===== src/rtl/led_arbiter.sv =====
// LED ownership arbiter: heartbeat walking-one, HPS pattern passthrough, and a
// latched fault-code blink display sharing the 8 green LEDs (FAULT > HPS > HB).
module led_arbiter #(
  parameter int unsigned TICK_DIV    = 5000000,
  parameter int unsigned HOLD_TICKS  = 10,
  parameter int unsigned BLINK_TICKS = 2
) (
  input  logic       clk_clk,
  input  logic       reset_reset,
  input  logic       hps_req,
  input  logic [7:0] hps_leds,
  input  logic       fault_req,
  input  logic [3:0] fault_code,
  input  logic       fault_clr,
  output logic [7:0] leds,
  output logic [2:0] grant,
  output logic       fault_ack
);

  localparam int unsigned TW = (TICK_DIV > 2) ? $clog2(TICK_DIV) : 1;
  localparam int unsigned HW = $clog2(HOLD_TICKS + 1);
  localparam int unsigned BW = (BLINK_TICKS > 2) ? $clog2(BLINK_TICKS) : 1;

  typedef enum logic [1:0] {
    ST_HB    = 2'd0,
    ST_HPS   = 2'd1,
    ST_FAULT = 2'd2
  } state_e;

  state_e         state_q, state_d;
  logic [TW-1:0]  tick_cnt_q, tick_cnt_d;
  logic [HW-1:0]  hold_q, hold_d;
  logic [BW-1:0]  blink_q, blink_d;
  logic           phase_q, phase_d;
  logic [3:0]     code_q, code_d;
  logic [7:0]     walk_q, walk_d;
  logic [7:0]     leds_q, leds_d;
  logic           ack_q, ack_d;
  logic           tick_c;

  // Display tick: one cycle per TICK_DIV clocks, independent of state.
  assign tick_c = (tick_cnt_q == TW'(TICK_DIV - 1));

  // Owner decode straight from the state register.
  always_comb begin
    grant = 3'b001;
    case (state_q)
      ST_HPS:   grant = 3'b010;
      ST_FAULT: grant = 3'b100;
      default:  grant = 3'b001;
    endcase
  end

  assign leds      = leds_q;
  assign fault_ack = ack_q;

  // Next-state and datapath next values.
  always_comb begin
    state_d    = state_q;
    tick_cnt_d = tick_c ? '0 : tick_cnt_q + TW'(1);
    hold_d     = hold_q;
    blink_d    = blink_q;
    phase_d    = phase_q;
    code_d     = code_q;
    walk_d     = walk_q;
    leds_d     = walk_q;
    ack_d      = 1'b0;

    case (state_q)
      ST_HB: begin
        leds_d = walk_q;
        if (tick_c) walk_d = {walk_q[6:0], walk_q[7]};
        if (fault_req) begin
          state_d = ST_FAULT;
          code_d  = fault_code;
          phase_d = 1'b1;
          blink_d = '0;
          ack_d   = 1'b1;
        end else if (hps_req) begin
          state_d = ST_HPS;
          hold_d  = '0;
        end
      end
      ST_HPS: begin
        leds_d = hps_leds;
        if (tick_c && (hold_q != HW'(HOLD_TICKS))) hold_d = hold_q + HW'(1);
        if (fault_req) begin
          state_d = ST_FAULT;
          code_d  = fault_code;
          phase_d = 1'b1;
          blink_d = '0;
          ack_d   = 1'b1;
        end else if (!hps_req && (hold_q == HW'(HOLD_TICKS))) begin
          state_d = ST_HB;
        end
      end
      ST_FAULT: begin
        leds_d = {code_q, phase_q ? 4'hF : 4'h0};
        if (tick_c) begin
          if (blink_q == BW'(BLINK_TICKS - 1)) begin
            blink_d = '0;
            phase_d = ~phase_q;
          end else begin
            blink_d = blink_q + BW'(1);
          end
        end
        if (fault_clr && !fault_req) state_d = ST_HB;
      end
      default: state_d = ST_HB;
    endcase
  end

  // All state, async active-high reset.
  always_ff @(posedge clk_clk or posedge reset_reset) begin
    if (reset_reset) begin
      state_q    <= ST_HB;
      tick_cnt_q <= '0;
      hold_q     <= '0;
      blink_q    <= '0;
      phase_q    <= 1'b0;
      code_q     <= 4'h0;
      walk_q     <= 8'h01;
      leds_q     <= 8'h00;
      ack_q      <= 1'b0;
    end else begin
      state_q    <= state_d;
      tick_cnt_q <= tick_cnt_d;
      hold_q     <= hold_d;
      blink_q    <= blink_d;
      phase_q    <= phase_d;
      code_q     <= code_d;
      walk_q     <= walk_d;
      leds_q     <= leds_d;
      ack_q      <= ack_d;
    end
  end

endmodule

===== config.mk =====
export PLATFORM = sky130hd
export DESIGN_NAME = led_arbiter
export DESIGN_NICKNAME = d
export VERILOG_FILES = /design/src/rtl/led_arbiter.sv
export SDC_FILE = /design/constraint.sdc
export NUM_CORES = 1
export LEC_CHECK = 0
export CORE_MARGIN = 3
export CORE_UTILIZATION = 30
export DETAILED_ROUTE_END_ITERATION = 8
export PLACE_DENSITY = 0.56
export SLEW_MARGIN = 5
export SYNTH_ARGS = -nofsm -noshare
export SYNTH_HDL_FRONTEND = slang
export SYNTH_SLANG_ARGS = --single-unit

===== constraint.sdc =====
create_clock -name clk_clk -period 2.8 [get_ports clk_clk]
set_input_delay 0.28 -clock clk_clk [delete_from_list [all_inputs] [get_ports clk_clk]]
set_output_delay 0.28 -clock clk_clk [all_outputs]
set_load 0.01 [all_outputs]

# Word-level counts from Yosys, hierarchy flattened
# Index checks and enable logic that the tools add are counted.
# op_classes
eq_ne	14
n_reduce_logical	15
bitwise_logic	1
n_mux	24
addsub	3
# ops
cell	count
$add 23x1->23 const B	1
$eq 23x23->1 const B	1
$mux 23	1
$mux 4	4
$pmux 8 s2	1
$ne 2x2->1 const B	6
$mux 2	5
$mux 1	8
$pmux 4 s2	1
$reduce_and 4->1	2
$ne 3x3->1 const B	2
$pmux 2 s3	1
$pmux 3 s2	1
$reduce_and 3->1	2
$add 4x1->4 const B	1
$eq 4x4->1 const B	1
$ne 4x4->1 const B	1
$pmux 1 s2	2
$reduce_and 2->1	2
$reduce_bool 2->1	2
$logic_and 1x1->1	3
$eq 2x1->1 const B	1
$eq 2x2->1 const B	1
$logic_not 1->1	2
other kinds (5)	5
# totals
elab_cells	66
out_inout_bits	12
regBits	52
in_bits	17

# Longest topological paths before layout
# depth
word_depth	5
depth_mapped	7

# Worst setup path before layout
# OpenSTA, ideal clock, no wires.
# synth_path
kind	flip-flop to flip-flop
from	register state_q[1]
to	register hold_q[2]
setup_time_ns	0.069
path_stages_with_launch	7
t_arrival_ns	1.783
slack_ns	0.948
synth_period_minus_slack_ns	1.852
cell_sequence	dfrtp_1 inv_1 ha_1 clkbuf_1 mux2i_1 or4_1 nand3_1
# synth_via
elab_chain_cells	3
# synth_lines
item	line	text
from (decl)	30	state_e state_q, state_d;
from (signal assigned)	126	state_q <= state_d;
$eq 2x1->1 / $logic_not 2->1 (equally long branches)	69	case (state_q)
$ne 2x2->1 (no line) / $reduce_bool 2->1 (equally long branches)	n/a	
$reduce_and 4->1 (no line)	n/a	
to (signal assigned)	128	hold_q <= hold_d;
to (decl)	32	logic [HW-1:0] hold_q, hold_d;
# Parallel ways exist; a longest one is shown, timed or not.
# A chain may end at the register's enable or synchronous reset.

# Worst setup path in the final report
# layout_path
from	register state_q[1]
to	output grant[1]
# layout_via
elab_chain_cells	2
# layout_lines
item	line	text
$eq 2x2->1 / $eq 2x1->1 (equally long branches)	47	case (state_q)
$pmux 3 s2 *	47	
to (decl)	16	output logic [2:0] grant,
# Every way passes the cells marked *; elsewhere a longest branch is shown, timed or not.

==> impl_metrics.env <==
export IMPL_outcome="complete, no violations"
export IMPL_n_fill_cell=841
export IMPL_cts_max_path_buffers=2
export IMPL_internal_power_mw=1.45
export IMPL_grt_max_degree=22
export IMPL_max_slew_margin_rel=0.635
export IMPL_combPwrFrac=0.357
export IMPL_die_h_um=99.8
export IMPL_yosys_area_share_xor_xnor=0.0597
export IMPL_clock_sinks=52
export IMPL_synthMuxAreaShare=0.0588
export IMPL_path_clk_slew_ns=0.10
export IMPL_synth_fa_ha_area_frac=0.0379
export IMPL_drive_above_1_share=0.135
export IMPL_htreeDepth=2
export IMPL_fmax_ghz=0.461
export IMPL_min_path_type="in -> async"
export IMPL_drv_cap=0
export IMPL_pre_cts_ws_ns=0.795
export IMPL_ys_seq_area_frac=0.493
export IMPL_pwr_share_clk=0.209
export IMPL_ys_types=51
export IMPL_cellLeakagePower_nw=1.30
export IMPL_rsz0062_at_grt="false"
export IMPL_cp_arrival_ns=1.89
export IMPL_grt_first_pass_wirelength_um=9250
export IMPL_synth_edf_count=0
export IMPL_clk_latency_ns=0.30
export IMPL_cp_end_kind="output pin"
export IMPL_cts_buffers=5
export IMPL_vias_per_cell=4.93
export IMPL_setup_viol=0
export IMPL_syn_mean_instance_area_um2=10.6
export IMPL_synth_compound_area_frac=0.107
export IMPL_fin_skew_ns=0.00576
export IMPL_cts_hold_buf=0
export IMPL_clockRootBuffer="clkbuf_8"
export IMPL_p_sw_frac=0.335
export IMPL_p_sw_mw=0.732
export IMPL_syn_nets=273
export IMPL_path_cells="inv_1 > ha_1 > clkdlybuf4s50_1"
export IMPL_drv_slew=0
export IMPL_yosys_area_share_simple=0.215
export IMPL_die_x_um=99.8
export IMPL_diodes=0
export IMPL_ir_worst_vdd_v=0.000204
export IMPL_dominantRegCellSynth="dfrtp_1"
export IMPL_cts_resized=0
export IMPL_post_cts_setup_buffers=0
export IMPL_hold_viol=0
export IMPL_portBuffers=28
export IMPL_grt_usage=0.114
export IMPL_ys_ff_latch=52
export IMPL_drt_first_pass_iters=4
export IMPL_start_kind="flip-flop"
export IMPL_drt_iter0_markers=52
export IMPL_yosys_warnings=0
export IMPL_detail_route_antenna_nets=0
export IMPL_die_area_um2=9960
export IMPL_gp_congestion=0.787
export IMPL_slowest_stage="clkdlybuf4s50_1"
export IMPL_areaGrowthSynthToFinish_pct=19.4
export IMPL_dr_total_vias=1904
export IMPL_synth_top_family_by_area="simple AND/OR/NAND/NOR gates"
export IMPL_crit_type="reg -> out"
export IMPL_async_flop_share=1.00
export IMPL_io_pins=29
export IMPL_num_rows=33
export IMPL_initial_core_util=0.315
export IMPL_setup_slack_ns=0.630
export IMPL_antenna_found_initial=0
export IMPL_nNetsFinal=305
export IMPL_wl_um=5410
export IMPL_regArea_um2=1300
export IMPL_power_density_nw_per_um2=692
export IMPL_place_hpwl_um=4000
export IMPL_seqPwrFrac=0.434
export IMPL_critPathRequiredTime_ns=2.52
export IMPL_slowest_delay_ns=0.62
export IMPL_period_share=0.775
export IMPL_wl_per_cell_um=14.0
export IMPL_syn_instance_count=248
export IMPL_multi_input_area_um2=1260
export IMPL_coreArea_um2=8380
export IMPL_grt_pass1_vias=1859
export IMPL_fin_tns_setup_ns=0
export IMPL_cts_tree="yes"
export IMPL_drc_errors=0
export IMPL_critPathMaxFanout=11
export IMPL_netlist_area_um2=2640
export IMPL_fin_crit_ns=2.17
export IMPL_overflow=0
export IMPL_tightest_slew_ns=0.532
[metrics by stage]
step | util | cells | hold WS, ns | area [um2] | power [mW]
after floorplan | - | 248 | 0.431 | 2640 | 1.43
after global placement | 0.365 | 378 | 0.450 | 3060 | 1.75
after detailed placement | 0.365 | 378 | 0.454 | 3060 | 1.75
after CTS | 0.376 | 386 | 0.267 | 3150 | 2.21
after global routing | 0.376 | 386 | 0.286 | 3150 | 2.34
final | 0.376 | 386 | 0.257 | 3150 | 2.18
[area by class of cell]
class | instances | area share
repair buffers | 33 | 0.101
well taps | 105 | 0.0417
multi-input cells | 177 | 0.401
inverters | 11 | 0.0131
clock buffers | 6 | 0.0262
flip-flops and latches | 52 | 0.413
clock inverters | 2 | 0.00437
[routing by layer]
layer	up-vias	share of wire	track usage
li1	957	-	-
met1	922	0.51	0.165
met2	21	0.45	0.171
met3	4	0.033	0.0215
met4	0	0.011	0.0357
met5	-	0	0
[synthesized netlist by cell type (3+ instances only)]
cell type / number / area share
a21oi_1: 15 / 0.028
inv_1: 11 / 0.016
nand2b_1: 6 / 0.014
xnor2_1: 14 / 0.046
and4_1: 3 / 0.010
nand2_1: 10 / 0.014
o211ai_1: 4 / 0.011
or4_1: 3 / 0.0085
clkbuf_1: 5 / 0.0071
mux2_2: 12 / 0.051
nand4_1: 6 / 0.014
dfrtp_1: 51 / 0.48
nor3_1: 3 / 0.0057
a22oi_1: 4 / 0.011
xor2_1: 4 / 0.013
o21ai_0: 6 / 0.011
nor4_1: 4 / 0.0095
nor2_1: 26 / 0.037
ha_1: 8 / 0.038
nand3_1: 14 / 0.027
[power groups by stage]
stage	registers, mW	clock network [mW]	logic [mW]
2_1_floorplan	0.973	0	0.461
3_3_place_gp	0.958	0	0.788
3_5_place_dp	0.964	0	0.784
4_1_cts	0.949	0.475	0.788
5_1_grt	0.962	0.508	0.874
6_report	0.947	0.456	0.780
[layout by cell type (no fill, tap or decap), drive strengths merged, types with 6 or more instances in the layout]
cell type and n:
ha 8, nor2 26, a21oi 15, clkdlybuf4s50 28, clkbuf 6, nand2 10
xnor2 14, o21ai 7, nand3 15, dfrtp 51, nand4 9, nand2b 6
mux2 12, inv 12
[worst max-delay path: cells and delay by family, from the launching register on]
family                     cells  cell delay [ns]
adders and majority gates      1             0.39
buffers and inverters          2             0.73
DFF                            1             0.46
[sequential cells by signal, summed over array words and instances (netlist names)]
register	count
tick_cnt_q	23
leds	8
walk_q	8
code_q	4
hold_q	4
state_q	2
blink_q	1
fault_ack	1
phase_q	1
[cells by family after synthesis]
group,Yosys count
xor gates and xnor gates,18
buffers and inverters,19
AOI/OAI and AO/OA,42
muxes,14
adders and majority gates,8
DFF,52
and+or+nand+nor,95
[worst paths after layout]
path	cells after the start	startpoint	to	slack (ns)
setup reg to reg	5	state_q[1]	code_q[3]	0.75
hold / removal	2	reset_reset	state_q[1]	0.26
min in group clk_clk	1	tick_cnt_q[22]	tick_cnt_q[22]	0.47
max in group asynchronous	3	reset_reset	walk_q[0]	1.89
hold reg to reg	1	tick_cnt_q[22]	tick_cnt_q[22]	0.47
setup / recovery	3	state_q[1]	grant[1]	0.63
Note: power is estimated with default switching activity, not from simulation.
==> variant 1 (same settings) <==
Change the parameter `BLINK_TICKS` from 2 to 1.
--- a/src/rtl/led_arbiter.sv
+++ b/src/rtl/led_arbiter.sv
@@ -3,7 +3,7 @@
 module led_arbiter #(
   parameter int unsigned TICK_DIV    = 5000000,
   parameter int unsigned HOLD_TICKS  = 10,
-  parameter int unsigned BLINK_TICKS = 2
+  parameter int unsigned BLINK_TICKS = 1
 ) (
   input  logic       clk_clk,
   input  logic       reset_reset,
Formal check against the unedited RTL: no difference found for any inputs over 10 cycles, from zero or initial values and one cycle with reset_reset high; that may be too few to reach the edited logic, so the function may still have changed.
==> variant 1 against the unedited design <==
Synthesized cell count is 2.4% lower. Critical endpoint unchanged. Wire length is 2.7% higher. Design area is 1.5% lower. Largest cell class unchanged. Critical path depth stayed put. Sequential power is 6.1% lower. Sequential cell count is 1 lower. Synthesized area is 1.8% lower. Total power is 6.0% lower. Worst setup slack worse by 0.26 ns.
==> variant 1: results (changes against the unedited design) <==
\begin{tabular}{lr}
\hline
Metric & Value \\
\hline
\multicolumn{2}{l}{\textbf{Run status}} \\
\quad Outcome & completed \\
\multicolumn{2}{l}{\textbf{Logic synthesis}} \\
\quad Leading cell types by total area after synthesis & sky130\_fd\_sc\_hd\_\_dfrtp\_1, sky130\_fd\_sc\_hd\_\_mux2\_2, sky130\_fd\_sc\_hd\_\_xnor2\_1, sky130\_fd\_sc\_hd\_\_nor2\_1, sky130\_fd\_sc\_hd\_\_ha\_1 \\
\quad Net count after synthesis & 266 (-2.6\%) \\
\quad Count of different cell masters after synthesis & 46 (-9.8\%) \\
\quad Top cells by instance count after synthesis & sky130\_fd\_sc\_hd\_\_dfrtp\_1, sky130\_fd\_sc\_hd\_\_nor2\_1, sky130\_fd\_sc\_hd\_\_a21oi\_1, sky130\_fd\_sc\_hd\_\_nand2\_1 \\
\multicolumn{2}{l}{\textbf{Timing}} \\
\quad Worst Max-Slew Pin Slew & 0.7079 ns (+0.1756 ns) \\
\quad Setup Skew & 0.01356 ns (+0.007799 ns) \\
\quad Final min period & 2.430 ns (+0.2608 ns) \\
\multicolumn{2}{l}{\textbf{Placed design}} \\
\quad Setup slack after placement & 0.6003 ns (-0.1947 ns) \\
\quad Half-perimeter wire length of the detailed placement result & 4.110 mm (+2.7\%) \\
\quad Total instance count after detailed placement & 373 (-1.3\%) \\
\multicolumn{2}{l}{\textbf{Cells and area}} \\
\quad Fraction of layout instances using a drive strength above 1 & 0.1449 (+0.009696) \\
\quad Layout filler cell count & 802 (-4.6\%) \\
\quad Final \#Nets & 299 (-2.0\%) \\
\multicolumn{2}{l}{\textbf{Route}} \\
\quad WL final & 5.558 mm (+2.7\%) \\
\quad Met2 Routed Length & 2.555 mm (+5.6\%) \\
\quad Met3 WL post-DR & 120 um (-32\%) \\
\quad Wire length per cell after detailed routing & 14.59 um (+4.0\%) \\
\multicolumn{2}{l}{\textbf{Power and ir drop}} \\
\quad Clock group total power & 461 uW (+1\%) \\
\quad Relative contribution of the clock network to total power & 0.224 (+0.015) \\
\quad Internal power of the cells & 1.358 mW (-6.4\%) \\
\quad Power drawn by the combinational cells & 703 uW (-9.9\%) \\
\multicolumn{2}{l}{\textbf{Global route}} \\
\quad Pin count of the biggest net entering global routing & 30 (+36\%) \\
\quad Met1 global-route usage & 0.1779 (+0.01265) \\
\quad Met2 track utilization from global routing & 0.1829 (+0.01148) \\
\quad First-pass GRT wire length & 9.646 mm (+4.3\%) \\
\multicolumn{2}{l}{\textbf{Setup path}} \\
\quad CP max stage delay & 0.66 ns (+0.04 ns) \\
\quad Crit-path max FO & 21 (+10) \\
\quad FF-to-FF End & hold\_q[2]\$\_DFFE\_PP0P\_ \\
\multicolumn{2}{l}{\textbf{Clock tree}} \\
\quad Skew-Pair Late Insertion Delay & 0.32 ns (+0.02 ns) \\
\hline
\end{tabular}
-- variant 1: cell types whose count changed after synthesis, moves of 2 or more --
| cell | change |
|---|---|
| sky130_fd_sc_hd__o211ai_1 | -2 |
| sky130_fd_sc_hd__nand4_1 | +2 |
| sky130_fd_sc_hd__and4_4 | +2 |
| sky130_fd_sc_hd__nand2_1 | +4 |
| sky130_fd_sc_hd__xnor2_1 | -2 |
| sky130_fd_sc_hd__and3_1 | +2 |
| sky130_fd_sc_hd__and4_1 | -3 |
| sky130_fd_sc_hd__a211oi_1 | +2 |
| sky130_fd_sc_hd__nand2b_1 | -6 |
| sky130_fd_sc_hd__nor2b_1 | +2 |
| sky130_fd_sc_hd__nand3_1 | -5 |
| sky130_fd_sc_hd__xor2_1 | +2 |
-- variant 1: cells by family (layout without fill, tap and decap cells) --
kind of cell | after synthesis | count (layout) | synth area share
xor gates and xnor gates | 18 | 18 | 0.06084
buffers and inverters | 19 | 53 | 0.02897
and+or+nand+nor | 96 | 96 | 0.2289
adders and majority gates | 7 | 7 | 0.03380
AOI/OAI and AO/OA | 37 | 37 | 0.09464
muxes | 14 | 14 | 0.05987
DFF | 51 | 51 | 0.4930
-- variant 1: area by class of cell --
type                       count  area, um2  area share
multi-input combinational    172       1239      0.3990
sequential                    51       1277      0.4115
inverter                      12      45.04     0.01451
timing repair buffer          33      317.8      0.1024
tap                          105      131.4     0.04232
clock inverter                 3      25.02    0.008061
clock buffer                   5      68.82     0.02217
-- variant 1: per-stage QoR --
step                hold WS [ns]  cell area [um2]
floorplan                 0.4306             2591
global placement          0.4682             3010
detailed placement        0.4777             3010
CTS                       0.3599             3104
global route              0.3851             3104
finish                    0.3356             3104
==> variant 2 (same settings) <==
Made on the original files. Re-encode `state_e` (3 states) as one-hot, 3 bits wide.
--- a/src/rtl/led_arbiter.sv
+++ b/src/rtl/led_arbiter.sv
@@ -21,10 +21,10 @@
   localparam int unsigned HW = $clog2(HOLD_TICKS + 1);
   localparam int unsigned BW = (BLINK_TICKS > 2) ? $clog2(BLINK_TICKS) : 1;
 
-  typedef enum logic [1:0] {
-    ST_HB    = 2'd0,
-    ST_HPS   = 2'd1,
-    ST_FAULT = 2'd2
+  typedef enum logic [2:0] {
+    ST_HB    = 3'b001,
+    ST_HPS   = 3'b010,
+    ST_FAULT = 3'b100
   } state_e;
 
   state_e         state_q, state_d;
Function: same outputs for any inputs over 10 cycles, from zero or initial values and one cycle with reset_reset high; not proved beyond that.
==> variant 2 against the unedited design <==
Design area decreased by 4.7%. Die area decreased by 6.3%. Worst setup slack got worse by 0.26 ns. Total power decreased by 17%. Wire length decreased by 7.7%. Sequential cell count increased by 1. Register-to-register slack got worse by 0.38 ns. Via count decreased by 7.6%. Sequential power decreased by 3.3%. Worst hold slack improved by 0.20 ns. Synthesized area decreased by 6.7%. Largest power group unchanged. Sequential share of layout area increased by 2.9 points.
==> variant 2: results (changes against the unedited design) <==
\begin{tabular}{lr}
\hline
Metric & Value \\
\hline
\multicolumn{2}{l}{\textbf{Global route}} \\
\quad Global-route usage over all layers & 0.1167 (+0.002864) \\
\quad First-pass GRT wire length & 8.873 mm (-4.0\%) \\
\quad Pin count of the biggest net entering global routing & 54 (+150\%) \\
\multicolumn{2}{l}{\textbf{Setup path}} \\
\quad Reg-to-Reg Start & tick\_cnt\_q[15]\$\_DFF\_PP0\_ \\
\quad CP max stage delay & 0.54 ns (-0.08 ns) \\
\quad Crit path arrival time & 2.64 ns (+0.75 ns) \\
\quad Capturing element of the worst setup path & walk\_q[6]\$\_DFFE\_PP0P\_ \\
\quad Slowest stage cell on the critical path & sky130\_fd\_sc\_hd\_\_or4\_1 \\
\quad Setup CP Type & flip-flop to flip-flop \\
\quad Crit-path max FO & 8 (-3) \\
\quad Worst reg-to-reg path cell count & 4 (-1) \\
\quad Worst R2R Setup Slack & 0.37 ns (-0.38 ns) \\
\multicolumn{2}{l}{\textbf{Run status}} \\
\quad Outcome & completed \\
\multicolumn{2}{l}{\textbf{Cells and area}} \\
\quad Final \#Nets & 281 (-7.9\%) \\
\quad Fraction of layout instances using a drive strength above 1 & 0.1260 (-0.009277) \\
\quad Layout filler cell count & 811 (-3.6\%) \\
\multicolumn{2}{l}{\textbf{Timing}} \\
\quad Setup Skew & 0.009768 ns (+0.004004 ns) \\
\quad Post-Route Hold Slack & 0.4555 ns (+0.1982 ns) \\
\multicolumn{2}{l}{\textbf{Logic synthesis}} \\
\quad Leading cell types by total area after synthesis & sky130\_fd\_sc\_hd\_\_dfrtp\_1, sky130\_fd\_sc\_hd\_\_mux2\_2, sky130\_fd\_sc\_hd\_\_xnor2\_1, sky130\_fd\_sc\_hd\_\_nand2\_1, sky130\_fd\_sc\_hd\_\_nor2\_1 \\
\quad Proportion of synthesized chip area in sequential cells & 0.5394 (+0.04600) \\
\quad Net count after synthesis & 244 (-11\%) \\
\quad Top cells by instance count after synthesis & sky130\_fd\_sc\_hd\_\_dfrtp\_1, sky130\_fd\_sc\_hd\_\_nand2\_1, sky130\_fd\_sc\_hd\_\_nor2\_1 \\
\quad Count of different cell masters after synthesis & 40 (-22\%) \\
\multicolumn{2}{l}{\textbf{Route}} \\
\quad Violation count after the first detailed-routing iteration & 83 (+60\%) \\
\quad WL final & 4.997 mm (-7.7\%) \\
\multicolumn{2}{l}{\textbf{Power and ir drop}} \\
\quad Peak ir drop on the vdd network & 0.3524 mV (+73\%) \\
\quad Pleak & 1.287 nW (-1.1\%) \\
\multicolumn{2}{l}{\textbf{Clock tree}} \\
\quad Clock tree root buffer cell & sky130\_fd\_sc\_hd\_\_clkbuf\_8 \\
\multicolumn{2}{l}{\textbf{Placed design}} \\
\quad Routability congestion estimate from global placement & 0.8499 (+8.0\%) \\
\quad Half-perimeter wire length of the detailed placement result & 3.578 mm (-11\%) \\
\hline
\end{tabular}
[variant 2: cell count changes after synthesis, sizes merged, moves of 5 or more]
cell | before | now
a21oi | 15 | 2
ha | 8 | 3
nand2 | 10 | 22
nand2b | 6 | 1
nor2 | 26 | 19
o211ai | 5 | 0
[variant 2: cell families (layout without fill, tap and decap cells)]
group,count (synthesis),count (layout),share of synthesized area
and+or+nand+nor,97,97,0.2153
DFF,53,53,0.5394
AOI/OAI and AO/OA,23,23,0.06806
xor gates and xnor gates,18,18,0.06400
muxes,18,18,0.07923
buffers and inverters,12,50,0.01879
adders and majority gates,3,3,0.01524
[variant 2: how the worst min path moves through the flow]
stage                         endpoint  cells past startpoint           startpoint
2_1_floorplan   state_q[1]$_DFFE_PP0P_                      1            fault_req
3_3_place_gp       phase_q$_DFFE_PP0P_                      1  phase_q$_DFFE_PP0P_
3_5_place_dp       phase_q$_DFFE_PP0P_                      1  phase_q$_DFFE_PP0P_
4_1_cts        tick_cnt_q[5]$_DFF_PP0_                      3          reset_reset
5_1_grt            phase_q$_DFFE_PP0P_                      1  phase_q$_DFFE_PP0P_
6_report       tick_cnt_q[9]$_DFF_PP0_                      3          reset_reset
[variant 2: cell type report]
type	instances	area share
clock buffer	6	0.02749
clock inverter	2	0.005831
multi-input combinational	159	0.3623
timing repair buffer	35	0.1108
tap	102	0.04248
inverter	7	0.008746
sequential	53	0.4423
[variant 2: metal layers]
layer  vias to the layer above  part of all wire  track usage
li1                        872                 -            -
met1                       855              0.51       0.1606
met2                        25              0.44       0.1741
met3                         8             0.034      0.02812
met4                         0             0.020      0.05184
met5                         -                 0            0
[variant 2: power by group]
part / internal [mW] / switching, mW
logic: 0.224 / 0.192
clock network: 0.206 / 0.264
registers: 0.859 / 0.0576
[variant 2: stage by stage]
step	setup WS, ns	utilization	instances	power [mW]	instance area (um2)
after floorplan	0.5639	-	224	1.148	2464
after global placement	0.4247	0.3701	356	1.353	2904
after detailed placement	0.3596	0.3701	356	1.353	2904
after CTS	0.3511	0.3828	364	1.830	3004
after global routing	0.2521	0.3828	364	1.909	3004
final	0.3725	0.3828	364	1.802	3004
[variant 2: critical path: cells and delay by family (launching register included)]
kind	cells	cell delay, ns
and+or+nand+nor	3	1.49
muxes	1	0.38
DFF	1	0.45
